**src/rtl/div_sequencer.sv**
```systemverilog
// ============================================================================
// div_sequencer: radix-2 restoring DIV/DIVU sequencer with pipeline stall.
// Revision: 1.0
// ============================================================================
`default_nettype none

module div_sequencer #(
  parameter int WIDTH = 32
) (
  input  logic             clk,
  input  logic             rst,
  input  logic             start,
  input  logic             signed_div,
  input  logic             cancel,
  input  logic [WIDTH-1:0] a,
  input  logic [WIDTH-1:0] b,
  output logic             stall,
  output logic             busy,
  output logic             result_valid,
  output logic [WIDTH-1:0] hi_o,
  output logic [WIDTH-1:0] lo_o
);

  localparam int CW = $clog2(WIDTH);

  typedef enum logic [1:0] {
    IDLE = 2'd0,
    BUSY = 2'd1,
    DONE = 2'd2
  } state_t;

  state_t           state_q;
  logic [CW-1:0]    cnt_q;
  logic [WIDTH-1:0] rem_q;
  logic [WIDTH-1:0] quo_q;
  logic [WIDTH-1:0] dvs_q;
  logic             qneg_q;
  logic             rneg_q;

  logic             a_neg;
  logic             b_neg;
  logic [WIDTH-1:0] a_abs;
  logic [WIDTH-1:0] b_abs;
  logic [WIDTH:0]   shift_d;
  logic [WIDTH-1:0] sub_d;
  logic             take_d;
  logic [WIDTH-1:0] rem_d;
  logic [WIDTH-1:0] quo_d;
  logic             last_d;

  assign a_neg = signed_div & a[WIDTH-1];
  assign b_neg = signed_div & b[WIDTH-1];
  assign a_abs = a_neg ? (~a + 1'b1) : a;
  assign b_abs = b_neg ? (~b + 1'b1) : b;

  // Shifted remainder can exceed WIDTH bits when the divisor is above 2^(WIDTH-1);
  // the modular WIDTH-bit subtraction is exact whenever the trial succeeds.
  assign shift_d = {rem_q, quo_q[WIDTH-1]};
  assign take_d  = (shift_d >= {1'b0, dvs_q});
  assign sub_d   = shift_d[WIDTH-1:0] - dvs_q;
  assign rem_d   = take_d ? sub_d : shift_d[WIDTH-1:0];
  assign quo_d   = {quo_q[WIDTH-2:0], take_d};
  assign last_d  = (cnt_q == CW'(WIDTH - 1));

  assign stall = start & ~cancel & (state_q != DONE);

  always_ff @(posedge clk or posedge rst) begin
    if (rst) begin
      state_q      <= IDLE;
      cnt_q        <= '0;
      rem_q        <= '0;
      quo_q        <= '0;
      dvs_q        <= '0;
      qneg_q       <= 1'b0;
      rneg_q       <= 1'b0;
      busy         <= 1'b0;
      result_valid <= 1'b0;
      hi_o         <= '0;
      lo_o         <= '0;
    end else begin
      case (state_q)
        IDLE: begin
          if (start & ~cancel) begin
            dvs_q  <= b_abs;
            qneg_q <= a_neg ^ b_neg;
            rneg_q <= a_neg;
            cnt_q  <= '0;
            rem_q  <= '0;
            quo_q  <= a_abs;
            busy   <= 1'b1;
            if (b == '0) begin
              state_q      <= DONE;
              result_valid <= 1'b1;
              lo_o         <= {WIDTH{1'b1}};
              hi_o         <= a;
            end else begin
              state_q <= BUSY;
            end
          end
        end
        BUSY: begin
          if (cancel) begin
            state_q <= IDLE;
            busy    <= 1'b0;
          end else begin
            rem_q <= rem_d;
            quo_q <= quo_d;
            cnt_q <= cnt_q + 1'b1;
            if (last_d) begin
              state_q      <= DONE;
              result_valid <= 1'b1;
              lo_o         <= qneg_q ? (~quo_d + 1'b1) : quo_d;
              hi_o         <= rneg_q ? (~rem_d + 1'b1) : rem_d;
            end
          end
        end
        default: begin
          state_q      <= IDLE;
          busy         <= 1'b0;
          result_valid <= 1'b0;
        end
      endcase
    end
  end

endmodule

`default_nettype wire

```
**config.mk**
```make
export PLATFORM = sky130hd
export DESIGN_NAME = div_sequencer
export DESIGN_NICKNAME = d
export VERILOG_FILES = /design/src/rtl/div_sequencer.sv
export SDC_FILE = /design/constraint.sdc
export NUM_CORES = 1
export LEC_CHECK = 0
export BUFFER_PORTS_ARGS = -buffer_cell sky130_fd_sc_hd__buf_4
export CAP_MARGIN = 20
export CORE_MARGIN = 5
export CORE_UTILIZATION = 40
export DETAILED_ROUTE_END_ITERATION = 16
export PLACE_DENSITY = 0.68
export RECOVER_POWER = 50
export SYNTH_ARGS = -nofsm -noshare
export SYNTH_HDL_FRONTEND = slang
export SYNTH_SLANG_ARGS = --single-unit
```
**constraint.sdc**
```tcl
create_clock -name clk -period 4.9 [get_ports clk]
set_input_delay 0.49 -clock clk [delete_from_list [all_inputs] [get_ports clk]]
set_output_delay 0.49 -clock clk [all_outputs]
set_load 0.02 [all_outputs]
```
==> results <==
- Summing all placed instances gives a cell area of 13960 µm².
- The post-synthesis net count is 1682.
- The mean instance size in the synthesized netlist is 7.875 µm².
- The total number of vias is 11740.
- The kind of start point of the critical path is a flop.
- The setup violation total in the final timing report is 0.
- The tree is rooted in a clkbuf_16.
- The number of placed I/O pins is 136.
- The repair_antennas step left the layout with diodes totalling 0.
- Counting the buffers created by CTS gives 17.
- The number of warnings reported in the yosys synthesis log is 0.
- The final period utilization is 93.22%.
- Measured against its own limit, the worst slew margin works out to -161.6%.
- The number of global-route vias before repair is 10880.
- Max-cap violations in this run came to 1.
- The overall die area is 34610 µm².
- The layout overhead on the synthesized area is 16.96%.
- The final layout contains 1797 nets.
- The residual overflow from global routing is 0.
- The netlist area before placement is 12400 µm².
- The setup slack after placement is 0.2890 ns.
- In the final routed layout, each cell accounts on average for 17.68 µm.
- The maximum fanout count along the critical path is 8.
- Summing all non-filler instances in the final layout gives an area of 14500 µm².
- The row count is 64.
- The total wire length after detailed routing is 37.08 mm.
- The transition time at the pin with the least slew margin is 3.924 ns.
- The fraction of final layout cells sized beyond drive strength 1 is 13.70%.
- The minimum period implied by the final worst setup slack is 4.568 ns.
- The remaining design rule violation count is 0.
- Dividing the detail-routed via count by the number of cells gives 5.596.
- Timing would allow up to 218.9 MHz.
- The setup TNS after final layout is 0 ns.
- The count of buffers inserted at the top-level ports is 135.
- The clock passes through at most 2 buffers.
- After filler insertion, the fill cell instance count of the layout stands at 3081.
- The final-report hold violation count came to 0.
- The met1 global-route usage is 31.90%.
- The critical path class is reg2reg.
- Setup slack closes at 0.3323 ns.
- The design draws 5.366 mW.
- Yosys mapped the design onto 77 distinct sky130hd cell types.
- After technology mapping, the gate count stands at 1574.
- The routing usage on met3 is 2.716%.
- The number of antenna violations at the first check in global routing came to 0.
- In this run the number of H-tree levels came out at 4.
- The die height is 186.0 µm.
- The total buffers and inverters traversed by the critical path is 1.
- In this run the horizontal extent of the chip is 186.0 µm.
- For the final database, setup skew stands at 0.01791 ns.
- The class of the tightest hold or removal check is in2reg.
- In this run, placement finished with an instance count of 2065.
- The slowest stage cell on the critical path is dfrtp_1.
- In this run the static leakage power is 6.253 nW.
- By area the synthesized netlist is led by dfrtp_1 (35%), o21ai_0 (6.8%), nand2_1 (6.5%).
- STA classifies the critical path endpoint as a flop.
- The power per cell area is 370.1 nW/µm².
- The kind of cell with the highest combined delay along the critical path is simple AND/OR/NAND/NOR gates.
- At the end of routability-driven placement, the weighted congestion stood at 0.9501.
- At the worst endpoint, the arrival time is 4.94 ns.
- The first global-routing pass estimated 58.82 mm of wire.
- Summing all flip-flop and latch instances after layout gives 4279 µm².
- Once the floorplan was initialized, standard cells occupied 40.52% of the core.
- Among all cell types in the netlist, the one instantiated most often is nand2_1.
- The number of enable-type register cells in the synthesized netlist is 0.
- The CTS sink count is 171.
- The cell that appears most often on the critical path is or3_1.
- The number of register bits inferred by synthesis is 171.
- The multi-input combinational cells in the finished layout cover a total of 7620 µm².
- The delay of the slowest critical-path stage is 0.45 ns.
- The first TritonRoute pass finished after 5 iterations.
- In the synthesized netlist, the cells that appear most often are nand2_1 (214), dfrtp_1 (171), o21ai_0 (168).
- The run finished, with violations left.
- The checks that failed: capacitance limit, slew limit.
- The worst-case IR drop observed on VDD is 0.2797 mV.
- The first routing iteration left 924 violations.
- The TritonCTS clock tree is built.
- Entering global routing, the biggest net connects 172 pins.
- The biggest area contributor in the post-synthesis netlist is dfrtp_1.
- The clock insertion delay at the later pin of the skew report is 0.45 ns.
- The count of final max-slew check failures is 172.
- The HPWL reported at the end of detailed placement is 28.17 mm.
- The total global-route track usage is 21.20%.
- In this run the remaining antenna-violating nets after routing total 0.
- The clock slew at the register clock pins of the worst setup and hold paths is 0.08 ns.
- Sequential cells were found to cover 34.52% of the synthesized design area.
- In this run the standard cell core region covers 30590 µm².
- The required time reported for the critical path endpoint is 5.27 ns.
- The share of synthesized area in the top cell type comes to 34.52%.
- The share of flip-flops with an asynchronous set or reset is 100.0%.
- The most used flip-flop cell after synthesis is dfrtp_1.
- met2 is the most crowded layer.
- For this run, the number of standard cells in the final layout without fillers is 2097.
- Global routing used 32.66% of the available met2 tracks.
- The signal on the critical path passes through ha_2, and4_1, and4bb_1, a41oi_1, o221a_2, o21ai_4, inv_2, mux2i_1, ha_1, nand3_1, or3_1, or3_1, nor4_2, o21ai_2, nor3_4, nor4b_2, mux2_1, a21oi_1.
==> logic make-up after synthesis <==
group	after synthesis	share of synthesized area [%]
mux	29	2.412
flops	171	34.52
simple gates	565	21.37
buf+inv	148	4.855
fa+ha+maj	39	3.997
xor+xnor	127	8.973
compound gates	495	23.87
==> layout by cell type, fill, tap and decap left out, types with 13 or more instances in the layout <==
| master | n |
|---|---|
| a21oi_1 | 152 |
| dfrtp_1 | 171 |
| nor2_1 | 150 |
| or4_1 | 14 |
| nand2_1 | 214 |
| o31ai_1 | 28 |
| clkbuf_1 | 28 |
| or3_1 | 30 |
| o211ai_1 | 15 |
| mux2i_1 | 24 |
| xnor2_1 | 62 |
| nand4_1 | 15 |
| inv_1 | 54 |
| nor3_1 | 35 |
| buf_4 | 156 |
| a31oi_1 | 27 |
| nand3_1 | 19 |
| clkbuf_16 | 17 |
| ha_1 | 31 |
| o21ai_0 | 167 |
| xor2_1 | 65 |
| nor4_1 | 13 |
==> per-layer routing <==
metal	part of all wire, %	up-vias	wire length, µm
met1	49	5513	18110
met4	1.4	0	510
met2	44	351	16250
met5	0	-	0
li1	-	5841	-
met3	6.0	30	2212
==> path summary, 6_finish.rpt <==
path | start | to | slack [ns] | cells after the start
setup / recovery | rem_q[17]$_DFFE_PP0P_ | hi_o[30]$_DFFE_PP0P_ | 0.33 | 18
hold / removal | cancel | state_q[0]$_DFFE_PP0P_ | 0.23 | 2
setup reg to reg | rem_q[17]$_DFFE_PP0P_ | hi_o[30]$_DFFE_PP0P_ | 0.33 | 18
hold reg to reg | dvs_q[25]$_DFFE_PP0P_ | dvs_q[25]$_DFFE_PP0P_ | 0.48 | 2
max in group asynchronous | rst | rem_q[4]$_DFFE_PP0P_ | 0.98 | 3
min in group asynchronous | rst | lo_o[2]$_DFFE_PP0P_ | 1.51 | 3
==> worst register-to-register path, delay by kind of cell, from the launching register on <==
family,cells,cell delay [ns]
AOI/OAI and AO/OA,5,0.87
buffers and inverters,1,0.07
muxes,2,0.56
DFF,1,0.45
adders and majority gates,2,0.66
and+or+nand+nor,8,1.90
==> sequential cells by signal, indices dropped and copies added (netlist names), 2 cells and up <==
signal	count
cnt_q	5
rem_q	32
state_q	2
lo_o	32
dvs_q	32
quo_q	32
hi_o	32
==> timing repair <==
item / in CTS / in global routing
hold buffers: 0 / 0
hold endpoints to repair: 0 / 0
setup endpoints to repair: 0 / 8
resized for setup: 0 / 18
buffers inserted: 0 / 1
==> cell type report <==
| type | instances | area share [%] |
|---|---|---|
| sequential | 171 | 29.52 |
| tap | 396 | 3.418 |
| inverter | 57 | 1.484 |
| clock buffer | 17 | 2.934 |
| multi-input combinational | 1255 | 52.56 |
| timing repair buffer | 187 | 9.027 |
| clock inverter | 14 | 1.062 |
==> power breakdown <==
| group | switching [mW] | internal (mW) | leakage [nW] |
|---|---|---|---|
| Combinational | 1.35 | 0.902 | 3.80 |
| Clock | 0.683 | 0.678 | 0.280 |
| Sequential | 0.184 | 1.57 | 2.18 |
==> through the flow <==
| step | utilization, % | hold slack [ns] |
|---|---|---|
| after floorplan | - | 0.4498 |
| after detailed placement | 45.63 | 0.4717 |
| after CTS | 47.52 | 0.2218 |
| after global placement | 45.63 | 0.4615 |
| after global routing | 47.39 | 0.2212 |
| final | 47.39 | 0.2294 |
Power figures use the tool's default switching activity.
